===== src/rtl/ksa_sub_32_pipe.sv =====
// Pipelined unsigned subtractor: one WIDTH/STAGES-bit slice resolved per stage, borrow
// forwarded stage to stage, valid/ready handshake on both sides with collapsing bubbles.
module ksa_sub_32_pipe #(
  parameter int WIDTH  = 32,
  parameter int STAGES = 4
) (
  input  logic             clk,
  input  logic             rst_n,
  input  logic             in_valid,
  output logic             in_ready,
  input  logic [WIDTH-1:0] a,
  input  logic [WIDTH-1:0] b,
  output logic             out_valid,
  input  logic             out_ready,
  output logic [WIDTH-1:0] d,
  output logic             bout
);

  localparam int W = WIDTH / STAGES;

  logic [STAGES-1:0] v_q;
  logic [STAGES-1:0] v_d;
  logic [STAGES-1:0] br_q;
  logic [STAGES-1:0] br_d;
  logic [STAGES-1:0] ready;
  logic [STAGES-1:0] load;

  logic [WIDTH-1:0] res_q [STAGES];
  logic [WIDTH-1:0] res_d [STAGES];
  logic [WIDTH-1:0] opa_q [STAGES];
  logic [WIDTH-1:0] opa_d [STAGES];
  logic [WIDTH-1:0] opb_q [STAGES];
  logic [WIDTH-1:0] opb_d [STAGES];

  logic [W:0]       slice0;
  logic [W:0]       slice_k;

  // Ready ripples from the output back to the input; the only combinational path.
  always_comb begin
    ready = '0;
    ready[STAGES-1] = !v_q[STAGES-1] | out_ready;
    for (int k = STAGES - 2; k >= 0; k--) begin
      ready[k] = !v_q[k] | ready[k+1];
    end
  end

  assign in_ready = ready[0];

  // Next-state for every stage: compute the stage's slice and splice it into the
  // result accumulated so far. Operands are forwarded whole; only the upper,
  // not-yet-consumed bits are ever read downstream.
  always_comb begin
    v_d     = '0;
    br_d    = '0;
    load    = '0;
    slice0  = '0;
    slice_k = '0;
    res_d   = '{default: '0};
    opa_d   = '{default: '0};
    opb_d   = '{default: '0};

    slice0   = {1'b0, a[W-1:0]} - {1'b0, b[W-1:0]};
    v_d[0]   = in_valid;
    load[0]  = ready[0] & in_valid;
    br_d[0]  = slice0[W];
    res_d[0][W-1:0] = slice0[W-1:0];
    opa_d[0] = a;
    opb_d[0] = b;

    for (int k = 1; k < STAGES; k++) begin
      slice_k  = {1'b0, opa_q[k-1][k*W +: W]}
               - {1'b0, opb_q[k-1][k*W +: W]}
               - {{W{1'b0}}, br_q[k-1]};
      v_d[k]   = v_q[k-1];
      load[k]  = ready[k] & v_q[k-1];
      br_d[k]  = slice_k[W];
      res_d[k] = res_q[k-1];
      res_d[k][k*W +: W] = slice_k[W-1:0];
      opa_d[k] = opa_q[k-1];
      opb_d[k] = opb_q[k-1];
    end
  end

  // Valid advances on ready alone; data only on ready with a valid source, so
  // bubbles never overwrite a held result.
  for (genvar gi = 0; gi < STAGES; gi++) begin : g_stage
    always_ff @(posedge clk) begin
      if (!rst_n) begin
        v_q[gi]   <= 1'b0;
        br_q[gi]  <= 1'b0;
        res_q[gi] <= '0;
        opa_q[gi] <= '0;
        opb_q[gi] <= '0;
      end else begin
        if (ready[gi]) begin
          v_q[gi] <= v_d[gi];
        end
        if (load[gi]) begin
          br_q[gi]  <= br_d[gi];
          res_q[gi] <= res_d[gi];
          opa_q[gi] <= opa_d[gi];
          opb_q[gi] <= opb_d[gi];
        end
      end
    end
  end

  assign out_valid = v_q[STAGES-1];
  assign d         = res_q[STAGES-1];
  assign bout      = br_q[STAGES-1];

endmodule


===== config.mk =====
export PLATFORM = sky130hd
export DESIGN_NAME = ksa_sub_32_pipe
export DESIGN_NICKNAME = d
export VERILOG_FILES = /design/src/rtl/ksa_sub_32_pipe.sv
export SDC_FILE = /design/constraint.sdc
export NUM_CORES = 1
export LEC_CHECK = 0
export BUFFER_PORTS_ARGS = -buffer_cell sky130_fd_sc_hd__buf_2
export CAP_MARGIN = 10
export CORE_ASPECT_RATIO = 1.5
export CORE_MARGIN = 4
export CORE_UTILIZATION = 53
export DETAILED_ROUTE_END_ITERATION = 7
export PLACE_DENSITY = 0.74
export SLEW_MARGIN = 20
export SYNTH_ARGS = -nofsm -noshare
export SYNTH_HDL_FRONTEND = slang
export SYNTH_SLANG_ARGS = --single-unit

===== constraint.sdc =====
create_clock -name clk -period 2.73 [get_ports clk]
set_input_delay 0.273 -clock clk [delete_from_list [all_inputs] [get_ports clk]]
set_output_delay 0.273 -clock clk [all_outputs]
set_load 0.005 [all_outputs]

Word-level counts from Yosys, hierarchy flattened
Memory sizes are Yosys's and may differ from the RTL's.
Index checks and enable logic that the tools add are counted.
{"block": "totals", "ram_bits": 384, "out_inout_bits": 35, "in_bits": 68, "elab_cells": 67, "memories": 3, "register_bits": 8}
{"memory": "opa_q", "words": 4, "width": 32, "read_ports": 3, "rd_ports_with_merged_regs": 0, "wr": 4, "line_no": "30", "text": "logic [WIDTH-1:0] opa_q [STAGES];"}
{"memory": "opb_q", "words": 4, "width": 32, "read_ports": 3, "rd_ports_with_merged_regs": 0, "wr": 4, "line_no": "32", "text": "logic [WIDTH-1:0] opb_q [STAGES];"}
{"memory": "res_q", "words": 4, "width": 32, "read_ports": 4, "rd_ports_with_merged_regs": 0, "wr": 4, "line_no": "28", "text": "logic [WIDTH-1:0] res_q [STAGES];"}
{"block": "op_classes", "bitwise_logic": 20, "n_mux": 25, "n_reduce_logical": 4, "addsub": 7}
{"operator": "two-way mux 32 bit", "count": 12}
{"operator": "subtractor 8 x 8 -> 9 bit", "count": 4}
{"operator": "subtractor 9 x 1 -> 9 bit", "count": 3}
{"operator": "OR 1 bit", "count": 16}
{"operator": "two-way mux 1 bit", "count": 13}
{"operator": "bitwise AND 1 bit", "count": 4}
{"operator": "zero test 1 bit", "count": 4}

Depth between registers and ports, before layout
{"block": "depth", "ltp_word": 10, "depth_mapped": 9, "depth_no_buf": 9}

Worst setup path after synthesis
OpenSTA, ideal clock, no wires.
{"block": "synth_timing", "path_kind": "register to register", "from": "reg v_q[2], in the netlist v_d[3]", "to": "mem opa_q[1][16], in the netlist opa_q[0][48], enable pin", "path_stages_with_launch": 4, "synth_period_minus_slack_ns": 2.526, "t_arrival_ns": 2.113, "path_slack_ns": 0.204, "cell_sequence": "dfxtp_1 and4b_1 nor2b_1 nand2b_1"}
{"item": "from (decl)", "line_no": "21", "text": "logic [STAGES-1:0] v_q;"}
{"item": "from (signal, indexed assignment)", "line_no": "96", "text": "v_q[gi] <= v_d[gi];"}
{"item": "to (decl)", "line_no": "30"}

==> results.toml <==
[run_status]
status = "finished clean"

[min_path]
hold_path.startpoint = "a[17]"
holdPathEnd = "opa_q[0][17]"
holdPathStages = 2
hold_class = "input port to register"

[place]
place_area_sq_um = 9350
portBuffers = 102
dp_hpwl_um = 9630
place_congestion = 0.816

[clock_tree]
clkTransAtPathRegs_ps = 70
insertion_delay_ps = 430
ctsResizeCount = 0
cts-root-buf = "clkbuf_16"
cts_max_level = 4
numCtsBuffers = 17
numClockSinks = 184
cts_hold_buf = 0
cts_tree = "done"
cts_setup_buffers = 0
clock_path_buffers = 2

[drt]
viasPerCell = 5.04
wl_per_cell_um = 13.9
num_vias = 4987
antenna_left = 0
drc_errors = 0
routed_wl_um = 13700
dr.first_iter.drc_count = 182
dr.pass1.iters = 4

[setup_path]
cp.depth = 8
path_class = "register to register"
critPathLaunchType = "register"
r2r_end = "res_q[2][23]"
crit_buf_inv = 1
arrival_ps = 2430
r2r_slack_ps = 480
critPathMaxStageDelay_ps = 540
cp.required_ps = 2910
cp_slowest_cell = "fa_1"
cp-end-kind = "register"
cp_max_fo = 2
r2r_cells = 8
path_cells = "fa_1 -> inv_1 -> ha_1 -> o21ai_0 -> a211oi_1 -> a31oi_1 -> xor2_1 -> nor2_1"
crit-reg2reg-launch = "opa_q[0][48]"
cp_top_family = "adder cells"

[timing]
drv_slew = 0
fin_skew_ps = 11.2
setup_viol = 0
rsz0062_at_grt = "no"
fin_setup_tns_ps = 0
finalCriticalPeriod_ps = 2250
period_share_pct = 82.4
fmax_mhz = 445
slew_headroom_pct = 59.8
tightest_slew_ps = 600
finalHoldViolCount = 0

[floorplanning]
start_util_pct = 54.4
io_pins = 103
coreArea_sq_um = 15800
design.die.area_sq_um = 18300
die_h_um = 164
num_rows = 56
die_x_um = 112

[cells_and_area]
final_common_cell = "edfxtp_1"
syn_to_final_growth_pct = 16.4
fin_area_sq_um = 9970
antennaDiodeCount = 0
drive_gt1_share_pct = 19.6
seq_area_sq_um = 5450
layout_common_cells = "edfxtp_1 (176), buf_2 (102), inv_1 (79)"
nNetsFinal = 899
n_fill_cell = 1185
multi_input_area_sq_um = 2740

[global_routing]
grt_pass1_vias = 4958
grt_use_total_pct = 15.6
grt-ovfl-total = 0
grt_pass1_wl_um = 23000
antenna_found_initial = 0
grt_max_degree = 51

[synthesis]
syn-num-nets = 793
synth_seq_cells = 184
syn-cell-area_sq_um = 8570
ys_types = 43
postSynthAreaPerCell_sq_um = 12.8
syn-instance-count = 668
ys_warn_count = 0
ys_seq_area_share_pct = 63.5

[power]
peakVddDrop_v = 0.000453
p_per_area_nw_per_um2 = 662
totalPowerFinal_mw = 6.61
p_leak_nw = 4.47

[flow_run]
maxCapViolCount = 0
-- cell usage after synthesis --
cell type | n | area share, %
edfxtp_1 | 176 | 62
inv_1 | 79 | 3.5
and2_1 | 73 | 5.3
and3_1 | 73 | 5.3
ha_1 | 50 | 7.3
nor2_1 | 41 | 1.8
clkbuf_1 | 21 | 0.92
a21oi_1 | 19 | 1.1
nand2_1 | 15 | 0.66
o21ai_0 | 14 | 0.82
xnor2_1 | 12 | 1.2
dfxtp_1 | 8 | 1.9
fa_1 | 7 | 1.6
nand2b_1 | 7 | 0.51
nor3_1 | 7 | 0.41
xor2_1 | 7 | 0.72
a211oi_1 | 6 | 0.53
o21a_1 | 5 | 0.44
nand3_1 | 4 | 0.23
nor2b_1 | 4 | 0.29
o211ai_1 | 4 | 0.35
a31oi_1 | 3 | 0.22
nand3b_1 | 3 | 0.26
nor4b_1 | 3 | 0.31
or2_2 | 3 | 0.22
a21o_1 | 2 | 0.18
and3b_1 | 2 | 0.20
buf_6 | 2 | 0.26
mux2i_1 | 2 | 0.23
nor3b_1 | 2 | 0.18
o31a_1 | 2 | 0.20
a2111oi_2 | 1 | 0.18
a21boi_0 | 1 | 0.088
and2_0 | 1 | 0.073
and3_4 | 1 | 0.13
and4b_1 | 1 | 0.12
buf_2 | 1 | 0.058
nand2_2 | 1 | 0.073
nor4_1 | 1 | 0.073
o21bai_1 | 1 | 0.088
o32ai_1 | 1 | 0.10
o41ai_1 | 1 | 0.10
or3_1 | 1 | 0.073
-- registers in the layout (all words and copies together) (netlist names) --
register and cells:
res_q 80, opa_q 48, opb_q 48, br_q 3
v_d 3, bout 1, out_valid 1
-- stage by stage --
stage	util [%]	hold WS, ps	setup slack [ps]	std cells
5_1_grt	63.3	102	329	990
3_3_place_gp	59.3	472	575	958
2_1_floorplan	-	390	204	668
6_report	63.3	112	482	990
4_1_cts	63.3	101	471	990
3_5_place_dp	59.3	499	508	958
-- where the power goes --
| part | internal (mW) | leakage, nW | switching, mW |
|---|---|---|---|
| logic | 0.324 | 2.21 | 0.409 |
| clock network | 1.41 | 0.307 | 1.15 |
| registers | 3.27 | 1.96 | 0.0491 |
| total | 5.00 | 4.47 | 1.60 |
-- cells by family after synthesis --
logic type / synth area share [%]
simple gates: 16.3
mux: 0.234
fa+ha+maj: 8.93
flops: 63.5
xor+xnor: 1.94
buf+inv: 4.70
compound gates: 4.39
-- how the worst max path moves through the flow --
stage                 startpoint            to  slack (ps)
CTS                 opa_q[0][48]  res_q[2][23]         470
detailed placement   opa_q[0][8]  res_q[1][15]         510
global route        opb_q[1][28]          bout         330
floorplan                 v_d[3]  opa_q[0][48]         200
global placement         br_q[1]  res_q[2][23]         570
finish              opa_q[0][48]  res_q[2][23]         480
-- final cells by class --
type	count	area share, %
Clock buffer	17	4.27
Clock inverter	15	1.99
Inverter	79	2.97
Multi-Input combinational cell	381	27.4
Sequential cell	184	54.6
Tap cell	203	2.55
Timing Repair Buffer	111	6.17
-- worst register-to-register path, stage by stage (launching register included) --
cell	delay [ps]
edfxtp_1	420
fa_1	540
inv_1	50
ha_1	160
o21ai_0	240
a211oi_1	150
a31oi_1	220
xor2_1	170
nor2_1	50
-- per-layer routing --
metal / part of all wire [%] / GRT usage [%] / vias up / wire length [um]
met4: 1.8 / 6.03 / 0 / 245
li1: - / - / 2551 / -
met1: 42 / 18.8 / 2298 / 5820
met5: 0 / 0 / - / 0
met2: 51 / 26.8 / 117 / 7000
met3: 4.9 / 4.31 / 21 / 670
(Power assumes the default switching activity.)
